[src/rtl/ring_out_arbiter.sv]
// ring_out_arbiter: two-VC ring output stage with per-VC one-entry buffers, ring/PE round-robin and polarity-phased drain
module ring_out_arbiter #(
  parameter int DATA_WIDTH = 64
) (
  input  logic                  clk,
  input  logic                  rst,
  input  logic                  polarity,
  input  logic                  req_ring_even,
  input  logic                  req_ring_odd,
  input  logic                  req_pe_even,
  input  logic                  req_pe_odd,
  input  logic [DATA_WIDTH-1:0] data_ring_even,
  input  logic [DATA_WIDTH-1:0] data_ring_odd,
  input  logic [DATA_WIDTH-1:0] data_pe_even,
  input  logic [DATA_WIDTH-1:0] data_pe_odd,
  output logic                  grant_ring_even,
  output logic                  grant_ring_odd,
  output logic                  grant_pe_even,
  output logic                  grant_pe_odd,
  input  logic                  ro,
  output logic                  so,
  output logic [DATA_WIDTH-1:0] dout,
  output logic                  full_even,
  output logic                  full_odd
);
  typedef enum logic {EMPTY, FULL} state_t;
  state_t                st_q [2];
  state_t                st_d [2];
  logic [1:0]            req_r, req_p, prio_q, prio_d, gr_q, gr_d, gp_q, gp_d;
  logic [DATA_WIDTH-1:0] dat_r [2];
  logic [DATA_WIDTH-1:0] dat_p [2];
  logic [DATA_WIDTH-1:0] buf_q [2];
  logic [DATA_WIDTH-1:0] buf_d [2];
  logic [DATA_WIDTH-1:0] do_q, do_d;
  logic                  so_q, so_d;
  assign req_r    = {req_ring_odd, req_ring_even};
  assign req_p    = {req_pe_odd, req_pe_even};
  assign dat_r[0] = data_ring_even;
  assign dat_r[1] = data_ring_odd;
  assign dat_p[0] = data_pe_even;
  assign dat_p[1] = data_pe_odd;
  // VC index doubles as the polarity value that lets it drain, so only one VC can ever hit so
  always_comb begin
    so_d = 1'b0;
    do_d = do_q;
    for (int i = 0; i < 2; i++) begin
      st_d[i]   = st_q[i];
      buf_d[i]  = buf_q[i];
      prio_d[i] = prio_q[i];
      gr_d[i]   = 1'b0;
      gp_d[i]   = 1'b0;
      if (st_q[i] == EMPTY && (req_r[i] || req_p[i])) begin
        gp_d[i]   = req_p[i] && (!req_r[i] || prio_q[i]);
        gr_d[i]   = !gp_d[i];
        prio_d[i] = prio_q[i] ^ (req_r[i] && req_p[i]);
        buf_d[i]  = gp_d[i] ? dat_p[i] : dat_r[i];
        st_d[i]   = FULL;
      end
      if (st_q[i] == FULL && ro && polarity == (i == 1)) begin
        st_d[i] = EMPTY;
        so_d    = 1'b1;
        do_d    = buf_q[i];
      end
    end
  end
  always_ff @(posedge clk or posedge rst) begin
    if (rst) begin
      st_q   <= '{EMPTY, EMPTY};
      buf_q  <= '{default: '0};
      prio_q <= '0;
      gr_q   <= '0;
      gp_q   <= '0;
      so_q   <= 1'b0;
      do_q   <= '0;
    end else begin
      st_q   <= st_d;
      buf_q  <= buf_d;
      prio_q <= prio_d;
      gr_q   <= gr_d;
      gp_q   <= gp_d;
      so_q   <= so_d;
      do_q   <= do_d;
    end
  end
  assign grant_ring_even = gr_q[0];
  assign grant_ring_odd  = gr_q[1];
  assign grant_pe_even   = gp_q[0];
  assign grant_pe_odd    = gp_q[1];
  assign so              = so_q;
  assign dout            = do_q;
  assign full_even       = st_q[0] == FULL;
  assign full_odd        = st_q[1] == FULL;
endmodule

[config.mk]
export PLATFORM = sky130hd
export DESIGN_NAME = ring_out_arbiter
export DESIGN_NICKNAME = d
export VERILOG_FILES = /design/src/rtl/ring_out_arbiter.sv
export SDC_FILE = /design/constraint.sdc
export NUM_CORES = 1
export LEC_CHECK = 0
export BUFFER_PORTS_ARGS = -buffer_cell sky130_fd_sc_hd__buf_2
export CAP_MARGIN = 25
export CORE_UTILIZATION = 35
export CTS_BUF_LIST = sky130_fd_sc_hd__clkbuf_16
export DETAILED_ROUTE_END_ITERATION = 12
export GPL_ROUTABILITY_DRIVEN = 0
export PLACE_DENSITY_LB_ADDON = 0.2
export SETUP_SLACK_MARGIN = 0.2
export SYNTH_ARGS = -nofsm -noshare
export SYNTH_HDL_FRONTEND = slang
export SYNTH_SLANG_ARGS = --single-unit
[constraint.sdc]
create_clock -name clk -period 8.4 [get_ports clk]
set_input_delay 1.68 -clock clk [delete_from_list [all_inputs] [get_ports clk]]
set_output_delay 1.68 -clock clk [all_outputs]
set_load 0.02 [all_outputs]
# Word level (Yosys, flattened, before mapping)
# Cells that the tools add are included.
op_classes:
  mux: 14
  bitwise_logic: 5
  n_reduce_logical: 21
ops:
  columns: ["cell", "count"]
  rows:
  - ["$mux W64", 4]
  - ["$logic_and A1 B1 Y1", 10]
  - ["$mux W1", 10]
  - ["$reduce_bool A2 Y1", 3]
  - ["$logic_not A1 Y1", 4]
  - ["$logic_or A1 B1 Y1", 4]
  - ["$not A1 Y1", 3]
  - ["$xor A1 B1 Y1", 2]
word_totals:
  register_bits: 201
  in_bits: 264
  word_cells: 50

# Longest topological paths before layout
# Gate-level depths: netlist of run 1.
logic_depth:
  word_depth: 5
  ltp_mapped: 6
  ltp_nobuf: 3

# Worst setup path before layout of run 1
# Ideal clock, no wire load.
synth_path:
  kind: "input to register"
  startpoint: "input polarity"
  endpoint: "register do_q[10] (netlist: dout[10])"
  setup_ns: 0.073
  arrival_ns: 2.551
  slack_ns: 5.776
  stages: 6
  path_buffers: 3
  path_cell_list: "nand2b_1 -> buf_4 -> a21oi_2 -> buf_6 -> buf_8 -> a2bb2oi_2"
synth_between:
  elab_chain_cells: 3
synth_rtl:
  columns: ["element", "line_no", "source"]
  rows:
  - ["start: declaration", "7", "input logic polarity,"]
  - ["$not A1 Y1", "59", "if (st_q[i] == FULL && ro && polarity == (i == 1)) begin"]
  - ["$logic_and A1 B1 Y1", "59", null]
  - ["$reduce_bool A2 Y1 (no source line)", null, null]
  - ["end signal: assignment", "82", "do_q <= do_d;"]
  - ["end: declaration", "34", "logic [DATA_WIDTH-1:0] do_q, do_d;"]
# Parallel ways exist; a longest one is shown, timed or not.
# A chain may end at the register's enable or synchronous reset.

# Worst setup path after layout of run 1
layout_path:
  startpoint: "input ro"
  endpoint: "register do_q[63] (netlist: dout[63])"
layout_between:
  elab_chain_cells: 3
layout_rtl:
  columns: ["element", "line_no", "source"]
  rows:
  - ["start: declaration", "20", "input logic ro,"]
  - ["$logic_and A1 B1 Y1 (2 in series)", "59", null]
  - ["$mux W64 / $reduce_bool A2 Y1 (equally long branches)", null, null]
# Parallel ways exist; a longest one is shown, timed or not.

==> results of run 1 <==
worst paths after layout:
kind,cells after the start,startpoint,slack (ns),endpoint
setup / recovery,5,ro,4.72,dout[63]
hold / removal,1,dout[15],0.52,dout[15]
setup reg to reg,4,full_even,6.18,buf_q[96]
hold reg to reg,1,dout[15],0.52,dout[15]
max in group asynchronous,3,rst,5.49,full_odd
min in group asynchronous,2,rst,1.33,buf_q[83]
cell families (layout without fill, tap and decap cells):
logic type,Yosys count,in the layout,share of synthesized area
xor gates and xnor gates,2,2,0.001948
and+or+nand+nor,134,134,0.09249
AOI/OAI and AO/OA,265,265,0.2930
other,0,5,0
buffers and inverters,75,397,0.05341
DFF,201,201,0.5591
power by group through the flow:
stage | Sequential, mW | Clock, mW | Combinational (mW)
final | 1.41 | 1.02 | 0.946
after floorplan | 1.50 | 0 | 0.557
after global placement | 1.42 | 0 | 0.947
after global routing | 1.45 | 1.09 | 1.02
after CTS | 1.41 | 1.05 | 0.957
after detailed placement | 1.42 | 0 | 0.950
synth_stat cells:
master                      number  area share
sky130_fd_sc_hd__buf_1           8      0.0033
sky130_fd_sc_hd__o22ai_1        64       0.045
sky130_fd_sc_hd__a211oi_1        2      0.0017
sky130_fd_sc_hd__nand2_1         1     0.00042
sky130_fd_sc_hd__o32a_1          1      0.0011
sky130_fd_sc_hd__nand2b_1        1     0.00070
sky130_fd_sc_hd__inv_1           5      0.0021
sky130_fd_sc_hd__a221o_1       128        0.14
sky130_fd_sc_hd__buf_6          13       0.016
sky130_fd_sc_hd__a2bb2oi_1      13       0.013
sky130_fd_sc_hd__buf_2           9      0.0050
sky130_fd_sc_hd__nor3_1          1     0.00056
sky130_fd_sc_hd__o211a_1         2      0.0022
sky130_fd_sc_hd__clkbuf_1       24       0.010
sky130_fd_sc_hd__nand3_1         2      0.0011
sky130_fd_sc_hd__buf_8           5      0.0083
sky130_fd_sc_hd__a21oi_2         1     0.00097
sky130_fd_sc_hd__xnor2_1         2      0.0019
sky130_fd_sc_hd__a32oi_1         1     0.00097
sky130_fd_sc_hd__buf_4           9      0.0075
sky130_fd_sc_hd__dfrtp_1       201        0.56
sky130_fd_sc_hd__a21oi_1         1     0.00056
sky130_fd_sc_hd__inv_2           2     0.00083
sky130_fd_sc_hd__nor2b_1         1     0.00070
sky130_fd_sc_hd__and2_1        128       0.089
sky130_fd_sc_hd__a2bb2oi_2      50       0.083
sky130_fd_sc_hd__o21bai_2        2      0.0025
per-stage QoR:
| step | setup slack (ns) | utilization |
|---|---|---|
| after CTS | 4.248 | 0.4585 |
| after floorplan | 1.238 | - |
| after global routing | 4.492 | 0.4605 |
| after global placement | 3.788 | 0.4275 |
| after detailed placement | 3.710 | 0.4275 |
| final | 4.723 | 0.4605 |
layer usage:
metal,global-route usage,wire length [um]
met3,0.03984,1696
met1,0.2804,11870
met5,0,0
met2,0.3710,14310
met4,0.06432,747
flip-flops by register name, indices dropped and copies added (netlist names):
| register | count |
|---|---|
| gp_q | 2 |
| full_even | 1 |
| full_odd | 1 |
| buf_q | 128 |
| so | 1 |
| prio_q | 2 |
| gr_q | 2 |
| dout | 64 |
area by class of cell:
class                      count  area (sq um)
fill                        2344         13590
tap                          330         412.9
sequential                   201          5030
antenna                        5         12.51
multi-input combinational    401          3538
timing repair buffer         346          1788
clock inverter                20         180.2
inverter                       7         33.78
clock buffer                  24         600.6
==> impl_metrics.xml, run 1 <==
<?xml version="1.0" encoding="UTF-8"?>
<metrics>
  <group name="status">
    <metric name="run_status" unit="">finished clean</metric>
  </group>
  <group name="power">
    <metric name="p_sw" unit="mW">1.039</metric>
    <metric name="cell_internal_pwr" unit="mW">2.341</metric>
    <metric name="power.ir.vdd_worst" unit="mV">0.1491</metric>
    <metric name="switching_share" unit="">0.3074</metric>
    <metric name="power.sequential.fraction" unit="">0.418</metric>
    <metric name="total_leakage_power" unit="nW">5.423</metric>
    <metric name="power.clock.fraction" unit="">0.303</metric>
    <metric name="power.share.combinational" unit="">0.280</metric>
    <metric name="power.total" unit="mW">3.380</metric>
    <metric name="power.density_cell_area" unit="nW/um^2">291.5</metric>
  </group>
  <group name="drt">
    <metric name="drt_wl_total" unit="mm">28.63</metric>
    <metric name="first_pass_iters" unit="">4</metric>
    <metric name="vias" unit="">7214</metric>
    <metric name="detail_route.iter0.violations" unit="">371</metric>
    <metric name="drt-vias-per-instance" unit="">5.408</metric>
    <metric name="route.detailed.wl_per_inst" unit="um">21.46</metric>
    <metric name="post-route-drc-count" unit="">0</metric>
    <metric name="postRouteAntennaNets" unit="">0</metric>
  </group>
  <group name="setup_path">
    <metric name="critical_path.endpoint_type" unit="">register</metric>
    <metric name="critical_path_arrival" unit="ns">4.11</metric>
    <metric name="cp_slowest_cell" unit="">sky130_fd_sc_hd__buf_4</metric>
    <metric name="worstSetupStartpointType" unit="">input port</metric>
    <metric name="timing.critical_path.mode_cell" unit="">sky130_fd_sc_hd__buf_4</metric>
    <metric name="buffering_stage_count_on_the_worst_path_with_inverters_included" unit="">3</metric>
    <metric name="worstPathCellList" unit="">buf_4 &gt; inv_1 &gt; a21oi_4 &gt; buf_4 &gt; a2bb2oi_1</metric>
    <metric name="critPathKind" unit="">in -&gt; reg</metric>
    <metric name="critical_path_peak_fanout" unit="">65</metric>
    <metric name="critical_path.top_delay_family" unit="">buffers and inverters</metric>
    <metric name="worst-endpoint-required" unit="ns">8.83</metric>
    <metric name="cp_slowest_stage_delay" unit="ns">0.74</metric>
  </group>
  <group name="global_routing">
    <metric name="groute.usage.overall" unit="">0.2176</metric>
    <metric name="antenna_found_initial" unit="">5</metric>
    <metric name="first_global_vias" unit="">7548</metric>
    <metric name="wire_length_of_the_first_global_routing_pass" unit="mm">43.97</metric>
    <metric name="grt_start_max_net_pins" unit="">131</metric>
    <metric name="grt_overflow" unit="">0</metric>
  </group>
  <group name="finish">
    <metric name="fin_area" unit="sq um">11600</metric>
    <metric name="design.final.nets" unit="">1245</metric>
    <metric name="drive_above_1_share" unit="">0.4424</metric>
    <metric name="layout_common_cells" unit="">333 x sky130_fd_sc_hd__buf_2, 201 x sky130_fd_sc_hd__dfrtp_1, 128 x sky130_fd_sc_hd__and2_1, 128 x sky130_fd_sc_hd__a221o_1, 64 x sky130_fd_sc_hd__o22ai_1</metric>
    <metric name="layout.cells.most_common" unit="">sky130_fd_sc_hd__buf_2</metric>
    <metric name="layoutNonFillerInstCount" unit="">1334</metric>
    <metric name="areaGrowthSynthToFinish" unit="%">28.90</metric>
  </group>
  <group name="timing">
    <metric name="tns" unit="ns">0</metric>
    <metric name="timing.hold.ws" unit="ns">0.5200</metric>
    <metric name="unrepaired_setup_endpoints_after_global_routing" unit="">false</metric>
    <metric name="setup_viol_count_final" unit="">0</metric>
    <metric name="post-route-min-period" unit="ns">3.677</metric>
    <metric name="timing.slew.headroom" unit="">0.3323</metric>
    <metric name="slew_violations" unit="">0</metric>
    <metric name="tightestPinTransition" unit="ns">1.001</metric>
    <metric name="fmax" unit="GHz">0.2720</metric>
    <metric name="hold_violations" unit="">0</metric>
    <metric name="finClkSkew" unit="ns">0.01247</metric>
    <metric name="final.period_utilization" unit="">0.4377</metric>
  </group>
  <group name="job">
    <metric name="max_capacitance_violation_count" unit="">0</metric>
  </group>
  <group name="clocking">
    <metric name="clock_sink_count" unit="">201</metric>
    <metric name="cts_buffers" unit="">24</metric>
    <metric name="postCtsSetupBuffers" unit="">0</metric>
    <metric name="clock_insertion_delay_worst_skew" unit="ns">0.51</metric>
    <metric name="cts.htree.levels" unit="">1</metric>
    <metric name="ctsLongestPathBuffers" unit="">3</metric>
    <metric name="cts_hold_buffers" unit="">0</metric>
    <metric name="postCtsResizedCells" unit="">0</metric>
    <metric name="cts.root.buffer_cell" unit="">sky130_fd_sc_hd__clkbuf_16</metric>
    <metric name="tritoncts" unit="">done</metric>
    <metric name="path_clk_slew" unit="ns">0.06</metric>
  </group>
  <group name="synthesis">
    <metric name="syn-cell-area" unit="sq um">8996</metric>
    <metric name="mappedNetlistNets" unit="">941</metric>
    <metric name="synthCells" unit="">677</metric>
    <metric name="post_synth_num_cell_types" unit="">27</metric>
    <metric name="avgSynthCellArea" unit="sq um">13.29</metric>
    <metric name="seq_area_frac_synth" unit="">0.5591</metric>
    <metric name="count_of_state_elements_after_synthesis" unit="">201</metric>
    <metric name="ys.warnings.count" unit="">0</metric>
  </group>
  <group name="floorplanning">
    <metric name="boundaryPins" unit="">335</metric>
    <metric name="floorplan.die.height" unit="um">162.3</metric>
    <metric name="die_area" unit="sq um">26350</metric>
    <metric name="coreArea" unit="sq um">25180</metric>
    <metric name="die_x" unit="um">162.3</metric>
    <metric name="row_cnt" unit="">58</metric>
    <metric name="initial_utilization" unit="">0.3572</metric>
  </group>
  <group name="placement">
    <metric name="dp.cells" unit="">1283</metric>
    <metric name="place.detailed.hpwl" unit="mm">18.25</metric>
    <metric name="port_buffers" unit="">334</metric>
    <metric name="place_area" unit="sq um">10760</metric>
  </group>
  <group name="worst_hold_path">
    <metric name="min-delay-path-class" unit="">reg -&gt; reg</metric>
  </group>
</metrics>
No activity file was read; power rests on OpenSTA's default activity.
==> run 2: changes to the inputs <==
==> constraint.sdc (replaced) <==
create_clock -name clk -period 3.5 [get_ports clk]
set_input_delay 0.7 -clock clk [delete_from_list [all_inputs] [get_ports clk]]
set_output_delay 0.7 -clock clk [all_outputs]
set_load 0.02 [all_outputs]
==> impl_metrics.xml, run 2 (synthesis results as in run 1) <==
<?xml version="1.0" encoding="UTF-8"?>
<metrics>
  <group name="global_routing">
    <metric name="groute.usage.overall" unit="">0.2173</metric>
    <metric name="grt_overflow" unit="">0</metric>
    <metric name="grt_start_max_net_pins" unit="">102</metric>
    <metric name="first_global_vias" unit="">7528</metric>
    <metric name="wire_length_of_the_first_global_routing_pass" unit="mm">43.88</metric>
    <metric name="antenna_found_initial" unit="">6</metric>
  </group>
  <group name="setup_path">
    <metric name="critical_path.endpoint_type" unit="">register</metric>
    <metric name="critPathKind" unit="">reg -&gt; reg</metric>
    <metric name="worst-endpoint-required" unit="ns">3.92</metric>
    <metric name="critical_path_peak_fanout" unit="">45</metric>
    <metric name="critical_path_arrival" unit="ns">2.40</metric>
    <metric name="worstSetupStartpointType" unit="">register</metric>
  </group>
  <group name="drt">
    <metric name="vias" unit="">7118</metric>
    <metric name="route.detailed.wl_per_inst" unit="um">21.31</metric>
    <metric name="drt_wl_total" unit="mm">28.38</metric>
    <metric name="post-route-drc-count" unit="">0</metric>
    <metric name="postRouteAntennaNets" unit="">0</metric>
    <metric name="detail_route.iter0.violations" unit="">541</metric>
    <metric name="first_pass_iters" unit="">4</metric>
    <metric name="drt-vias-per-instance" unit="">5.344</metric>
  </group>
  <group name="timing">
    <metric name="tightestPinTransition" unit="ns">1.086</metric>
    <metric name="setup_viol_count_final" unit="">0</metric>
    <metric name="unrepaired_setup_endpoints_after_global_routing" unit="">false</metric>
    <metric name="hold_violations" unit="">0</metric>
    <metric name="post-route-min-period" unit="ns">1.981</metric>
    <metric name="final.period_utilization" unit="">0.5659</metric>
    <metric name="timing.slew.headroom" unit="">0.2762</metric>
    <metric name="fmax" unit="GHz">0.5049</metric>
    <metric name="slew_violations" unit="">0</metric>
    <metric name="tns" unit="ns">0</metric>
    <metric name="finClkSkew" unit="ns">0.009605</metric>
  </group>
  <group name="status">
    <metric name="run_status" unit="">finished clean</metric>
  </group>
  <group name="clocking">
    <metric name="postCtsResizedCells" unit="">0</metric>
    <metric name="clock_sink_count" unit="">201</metric>
    <metric name="tritoncts" unit="">done</metric>
    <metric name="path_clk_slew" unit="ns">0.06</metric>
    <metric name="cts_hold_buffers" unit="">0</metric>
    <metric name="cts.root.buffer_cell" unit="">sky130_fd_sc_hd__clkbuf_16</metric>
    <metric name="clock_insertion_delay_worst_skew" unit="ns">0.50</metric>
    <metric name="cts.htree.levels" unit="">1</metric>
    <metric name="ctsLongestPathBuffers" unit="">3</metric>
    <metric name="postCtsSetupBuffers" unit="">0</metric>
    <metric name="cts_buffers" unit="">23</metric>
  </group>
  <group name="finish">
    <metric name="layoutNonFillerInstCount" unit="">1332</metric>
    <metric name="design.final.nets" unit="">1248</metric>
    <metric name="areaGrowthSynthToFinish" unit="%">28.82</metric>
    <metric name="largest_reg_flops" unit="">128</metric>
    <metric name="filler_instances" unit="">2334</metric>
    <metric name="registers.top_by_ff_count" unit="">buf_q</metric>
    <metric name="layout.cells.most_common" unit="">sky130_fd_sc_hd__buf_2</metric>
    <metric name="sequential_cell_area" unit="sq um">5030</metric>
    <metric name="drive_above_1_share" unit="">0.4400</metric>
    <metric name="fin_area" unit="sq um">11590</metric>
    <metric name="multi_input_area" unit="sq um">3538</metric>
    <metric name="layout_common_cells" unit="">333 x sky130_fd_sc_hd__buf_2, 201 x sky130_fd_sc_hd__dfrtp_1, 128 x sky130_fd_sc_hd__and2_1, 128 x sky130_fd_sc_hd__a221o_1, 64 x sky130_fd_sc_hd__o22ai_1</metric>
  </group>
  <group name="floorplanning">
    <metric name="coreArea" unit="sq um">25180</metric>
    <metric name="floorplan.die.height" unit="um">162.3</metric>
    <metric name="row_cnt" unit="">58</metric>
    <metric name="die_x" unit="um">162.3</metric>
    <metric name="initial_utilization" unit="">0.3572</metric>
    <metric name="die_area" unit="sq um">26350</metric>
    <metric name="boundaryPins" unit="">335</metric>
  </group>
  <group name="placement">
    <metric name="dp.cells" unit="">1289</metric>
    <metric name="place.detailed.hpwl" unit="mm">18.95</metric>
    <metric name="port_buffers" unit="">334</metric>
    <metric name="place_area" unit="sq um">10910</metric>
  </group>
  <group name="power">
    <metric name="total_leakage_power" unit="nW">5.418</metric>
    <metric name="power.density_cell_area" unit="nW/um^2">678.8</metric>
    <metric name="power.ir.vdd_worst" unit="mV">0.4295</metric>
  </group>
  <group name="job">
    <metric name="max_capacitance_violation_count" unit="">0</metric>
  </group>
  <group name="worst_hold_path">
    <metric name="min-delay-path-class" unit="">in -&gt; async</metric>
  </group>
</metrics>
==> run 2: cell types whose count changed in the layout (fill, tap and decap cells not counted), sizes merged <==
cell / previous run / this run
buf: 346 / 350
bufinv: 3 / 1
clkbuf: 24 / 23
clkinv: 11 / 9
clkinvlp: 0 / 1
diode: 5 / 2
inv: 13 / 14
==> run 2: worst paths after layout <==
check / startpoint / to / slack, ns / cells past startpoint
worst max-delay path: full_odd / dout[7] / 1.52 / 4
worst min-delay path: rst / dout[56] / 0.24 / 2
worst max register to register: full_odd / dout[7] / 1.52 / 4
worst min register to register: dout[17] / dout[17] / 0.52 / 1
max in group asynchronous: rst / buf_q[30] / 2.32 / 3
min in group clk: data_pe_odd[0] / buf_q[0] / 0.43 / 2
==> run 2: stage by stage <==
stage / setup slack [ns] / power [mW] / util / hold slack, ns
floorplan: 0.1977 / 4.927 / - / 0.4678
global placement: 1.211 / 5.710 / 0.4331 / 0.5032
detailed placement: 1.168 / 5.719 / 0.4331 / 0.5092
CTS: 1.502 / 7.945 / 0.4600 / 0.2398
global route: 1.373 / 8.294 / 0.4602 / 0.2632
finish: 1.519 / 7.866 / 0.4602 / 0.2423
==> run 2: where the power goes <==
part,switching [mW],internal [mW],total (mW)
sequential,0.410,3.00,3.41
combinational,1.11,1.16,2.27
clock,0.928,1.26,2.19
total,2.44,5.42,7.87
==> run 2: routing by layer <==
layer	part of all wire	global-route usage
met1	0.43	0.2870
met2	0.49	0.3613
met5	0.00092	0
met3	0.065	0.04316
met4	0.021	0.06046
==> run 2: layout make-up <==
type,instances,share of cell area
Clock buffer,23,0.04967
Inverter,7,0.002591
Tap cell,330,0.03563
Multi-Input combinational cell,401,0.3053
Sequential cell,201,0.4340
Clock inverter,18,0.008853
Antenna cell,2,0.0004319
Timing Repair Buffer,350,0.1635
==> run 2: critical path, cell delays in order, from the launching register on <==
cell	delay, ns
sky130_fd_sc_hd__dfrtp_1	0.47
sky130_fd_sc_hd__nand2_2	0.43
sky130_fd_sc_hd__buf_4	0.59
sky130_fd_sc_hd__o22ai_1	0.19
sky130_fd_sc_hd__a2bb2oi_2	0.19
==> run 3: changes to the inputs <==
--- a/config.mk
+++ b/config.mk
@@ -5,6 +5,7 @@
 export SDC_FILE = /design/constraint.sdc
 export NUM_CORES = 1
 export LEC_CHECK = 0
+export ABC_AREA = 1
 export BUFFER_PORTS_ARGS = -buffer_cell sky130_fd_sc_hd__buf_2
 export CAP_MARGIN = 25
 export CORE_UTILIZATION = 35
==> constraint.sdc (replaced) <==
create_clock -name clk -period 1.7 [get_ports clk]
set_input_delay 0.34 -clock clk [delete_from_list [all_inputs] [get_ports clk]]
set_output_delay 0.34 -clock clk [all_outputs]
set_load 0.02 [all_outputs]
==> impl_metrics.xml, run 3 <==
<?xml version="1.0" encoding="UTF-8"?>
<metrics>
  <group name="global_routing">
    <metric name="wire_length_of_the_first_global_routing_pass" unit="mm">60.34</metric>
    <metric name="grt_overflow" unit="">0</metric>
    <metric name="first_global_vias" unit="">10485</metric>
    <metric name="antenna_found_initial" unit="">3</metric>
    <metric name="grt_start_max_net_pins" unit="">69</metric>
    <metric name="groute.usage.overall" unit="">0.2542</metric>
  </group>
  <group name="synthesis">
    <metric name="number_of_synthesized_flops_with_an_enable_pin" unit="">0</metric>
    <metric name="netlist_top_cells_count" unit="">386 x sky130_fd_sc_hd__nand3_1, 262 x sky130_fd_sc_hd__nand2_1, 201 x sky130_fd_sc_hd__dfrtp_1, 193 x sky130_fd_sc_hd__nand4_1, 131 x sky130_fd_sc_hd__inv_1</metric>
    <metric name="avgSynthCellArea" unit="sq um">7.877</metric>
    <metric name="synthDominantAreaCellType" unit="">sky130_fd_sc_hd__dfrtp_1</metric>
    <metric name="synthCells" unit="">1322</metric>
    <metric name="yosysMostFrequentCell" unit="">sky130_fd_sc_hd__nand3_1</metric>
    <metric name="count_of_state_elements_after_synthesis" unit="">201</metric>
    <metric name="syn-cell-area" unit="sq um">10410</metric>
    <metric name="synth_top_cell_area_share" unit="">0.4830</metric>
    <metric name="synth_async_reset_ratio" unit="">1.000</metric>
    <metric name="ys.warnings.count" unit="">0</metric>
    <metric name="post_synth_num_cell_types" unit="">17</metric>
    <metric name="seq_area_frac_synth" unit="">0.4830</metric>
    <metric name="mappedNetlistNets" unit="">1586</metric>
    <metric name="post_synth_main_area_contributors" unit="">sky130_fd_sc_hd__dfrtp_1 48%, sky130_fd_sc_hd__nand3_1 19%, sky130_fd_sc_hd__nand4_1 12%</metric>
    <metric name="postSynth.topFlopCell" unit="">sky130_fd_sc_hd__dfrtp_1</metric>
  </group>
  <group name="setup_path">
    <metric name="critical_path.endpoint_type" unit="">register</metric>
    <metric name="reg2reg_slack" unit="ns">0.17</metric>
    <metric name="critical_path_peak_fanout" unit="">6</metric>
    <metric name="worstSetupEndpoint" unit="">buf_q[47]</metric>
    <metric name="reg2reg_depth" unit="">8</metric>
    <metric name="worstSetupStartpointType" unit="">register</metric>
    <metric name="cp_slowest_stage_delay" unit="ns">0.52</metric>
    <metric name="worstPathCellList" unit="">buf_6 &gt; clkinv_8 &gt; buf_12 &gt; o21ai_4 &gt; buf_12 &gt; clkbuf_16 &gt; nand2_1 &gt; nand3_2</metric>
    <metric name="crit_cells" unit="">8</metric>
    <metric name="startpoint_of_the_worst_setup_timing_path" unit="">full_odd</metric>
    <metric name="destination_of_the_worst_register_to_register_timing_path" unit="">buf_q[47]</metric>
    <metric name="worst-endpoint-required" unit="ns">2.11</metric>
    <metric name="buffering_stage_count_on_the_worst_path_with_inverters_included" unit="">5</metric>
    <metric name="critical_path_arrival" unit="ns">1.94</metric>
    <metric name="critical_path.top_delay_family" unit="">buffers and inverters</metric>
    <metric name="cp_slowest_cell" unit="">sky130_fd_sc_hd__dfrtp_4</metric>
    <metric name="timing.critical_path.mode_cell" unit="">sky130_fd_sc_hd__buf_12</metric>
    <metric name="crit-reg2reg-launch" unit="">full_odd</metric>
    <metric name="critPathKind" unit="">reg -&gt; reg</metric>
  </group>
  <group name="timing">
    <metric name="postLayoutSetupSlackWorst" unit="ns">0.1714</metric>
    <metric name="slew_violations" unit="">0</metric>
    <metric name="tightestPinTransition" unit="ns">0.5345</metric>
    <metric name="unrepaired_setup_endpoints_after_global_routing" unit="">true</metric>
    <metric name="tns" unit="ns">0</metric>
    <metric name="fmax" unit="GHz">0.6542</metric>
    <metric name="timing.slew.headroom" unit="">0.6436</metric>
    <metric name="finClkSkew" unit="ns">0.01079</metric>
    <metric name="hold_violations" unit="">0</metric>
    <metric name="setup_viol_count_final" unit="">0</metric>
    <metric name="post-route-min-period" unit="ns">1.529</metric>
    <metric name="final.period_utilization" unit="">0.8992</metric>
  </group>
  <group name="power">
    <metric name="power.ir.vdd_worst" unit="mV">0.7888</metric>
    <metric name="total_leakage_power" unit="nW">7.553</metric>
    <metric name="power.density_cell_area" unit="nW/um^2">1772</metric>
  </group>
  <group name="finish">
    <metric name="sequential_cell_area" unit="sq um">5034</metric>
    <metric name="drive_above_1_share" unit="">0.3144</metric>
    <metric name="registers.top_by_ff_count" unit="">buf_q</metric>
    <metric name="layout.cells.most_common" unit="">sky130_fd_sc_hd__nand3_1</metric>
    <metric name="design.final.nets" unit="">1904</metric>
    <metric name="layout_common_cells" unit="">351 x sky130_fd_sc_hd__nand3_1, 330 x sky130_fd_sc_hd__buf_2, 242 x sky130_fd_sc_hd__nand2_1, 200 x sky130_fd_sc_hd__dfrtp_1, 193 x sky130_fd_sc_hd__nand4_1</metric>
    <metric name="filler_instances" unit="">2863</metric>
    <metric name="largest_reg_flops" unit="">128</metric>
    <metric name="areaGrowthSynthToFinish" unit="%">37.94</metric>
    <metric name="fin_area" unit="sq um">14370</metric>
    <metric name="final_core_utilization" unit="">0.4951</metric>
    <metric name="multi_input_area" unit="sq um">4596</metric>
  </group>
  <group name="floorplanning">
    <metric name="initial_utilization" unit="">0.3589</metric>
    <metric name="die_x" unit="um">174.5</metric>
    <metric name="coreArea" unit="sq um">29010</metric>
    <metric name="row_cnt" unit="">62</metric>
    <metric name="die_area" unit="sq um">30450</metric>
    <metric name="boundaryPins" unit="">335</metric>
    <metric name="floorplan.die.height" unit="um">174.5</metric>
  </group>
  <group name="drt">
    <metric name="drt-vias-per-instance" unit="">5.473</metric>
    <metric name="first_pass_iters" unit="">7</metric>
    <metric name="post-route-drc-count" unit="">0</metric>
    <metric name="drt_wl_total" unit="mm">42.23</metric>
    <metric name="route.detailed.wl_per_inst" unit="um">20.66</metric>
    <metric name="detail_route.iter0.violations" unit="">1137</metric>
    <metric name="postRouteAntennaNets" unit="">0</metric>
    <metric name="vias" unit="">11187</metric>
  </group>
  <group name="placement">
    <metric name="place.detailed.hpwl" unit="mm">26.84</metric>
    <metric name="port_buffers" unit="">334</metric>
    <metric name="place_area" unit="sq um">12740</metric>
    <metric name="pre_cts_ws" unit="ns">0.09424</metric>
  </group>
  <group name="clocking">
    <metric name="clock_insertion_delay_worst_skew" unit="ns">0.52</metric>
    <metric name="cts.root.buffer_cell" unit="">sky130_fd_sc_hd__clkbuf_16</metric>
    <metric name="tritoncts" unit="">done</metric>
    <metric name="cts.htree.levels" unit="">1</metric>
    <metric name="ctsLongestPathBuffers" unit="">3</metric>
    <metric name="clock_sink_count" unit="">201</metric>
    <metric name="cts_buffers" unit="">24</metric>
    <metric name="path_clk_slew" unit="ns">0.06</metric>
  </group>
  <group name="job">
    <metric name="max_capacitance_violation_count" unit="">0</metric>
  </group>
  <group name="worst_hold_path">
    <metric name="min-delay-path-class" unit="">in -&gt; reg</metric>
  </group>
  <group name="status">
    <metric name="run_status" unit="">finished clean</metric>
  </group>
</metrics>
-- run 3: how the worst min path moves through the flow --
stage	slack, ns	start	cells after the start	to
2_1_floorplan	0.46	buf_q[60]	2	buf_q[60]
3_3_place_gp	0.26	rst	2	dout[54]
3_5_place_dp	0.26	rst	2	dout[54]
4_1_cts	0.04	data_ring_odd[9]	3	buf_q[9]
5_1_grt	0.05	data_ring_even[36]	3	buf_q[100]
6_report	0.06	data_ring_even[29]	3	buf_q[93]
-- run 3: final cells by class --
class | count | share of cell area
Tap cell | 384 | 0.03345
Sequential cell | 201 | 0.3504
Timing Repair Buffer | 423 | 0.2078
Clock inverter | 18 | 0.008710
Antenna cell | 3 | 0.0005226
Multi-Input combinational cell | 858 | 0.3199
Inverter | 132 | 0.03562
Clock buffer | 25 | 0.04355
-- run 3: worst register-to-register path, cell delays in order, from the launching register on --
cell and delay (ns):
sky130_fd_sc_hd__dfrtp_4 0.52, sky130_fd_sc_hd__buf_6 0.16, sky130_fd_sc_hd__clkinv_8 0.05, sky130_fd_sc_hd__buf_12 0.10, sky130_fd_sc_hd__o21ai_4 0.09, sky130_fd_sc_hd__buf_12 0.17, sky130_fd_sc_hd__clkbuf_16 0.18, sky130_fd_sc_hd__nand2_1 0.10
sky130_fd_sc_hd__nand3_2 0.06
-- run 3: metal layers --
metal / part of all wire / up-vias / global-route usage / wire length, um
li1: - / 5194 / - / -
met1: 0.43 / 5395 / 0.3466 / 18020
met2: 0.47 / 544 / 0.4200 / 19750
met3: 0.080 / 52 / 0.04462 / 3398
met4: 0.025 / 2 / 0.05761 / 1057
met5: 0.00019 / - / 0 / 8
-- run 3: what timing repair did --
item | 4_1_cts | 5_1_grt
pin swaps | 0 | 21
buffers inserted | 9 | 13
resized for setup | 5 | 82
endpoints found under the hold margin | 61 | 0
gates cloned | 1 | 13
hold buffers | 1 | 0
endpoints found under the setup margin | 42 | 160
-- run 3: logic make-up (layout without fill, tap and decap cells) --
kind of cell / count (synthesis) / in the layout / share of synthesized area
compound gates: 4 / 4 / 0.002644
buf+inv: 265 / 598 / 0.1107
simple gates: 850 / 852 / 0.4020
xor+xnor: 2 / 2 / 0.001682
other cells: 0 / 3 / 0
flops: 201 / 201 / 0.4830
-- run 3: metrics by stage --
| step | power (mW) | hold slack [ns] | instances |
|---|---|---|---|
| 2_1_floorplan | 14.88 | 0.4649 | 1322 |
| 6_report | 25.45 | 0.05781 | 2044 |
| 3_3_place_gp | 18.63 | 0.2624 | 1961 |
| 3_5_place_dp | 18.74 | 0.2625 | 1961 |
| 4_1_cts | 24.06 | 0.04153 | 2015 |
| 5_1_grt | 27.11 | 0.04741 | 2043 |
-- run 3: power by group --
group	leakage [nW]	total (mW)	internal (mW)	switching, mW
Clock	0.386	4.99	2.93	2.06
Sequential	2.47	8.56	7.11	1.45
Combinational	4.69	11.9	4.62	7.28
Total	7.55	25.5	14.7	10.8
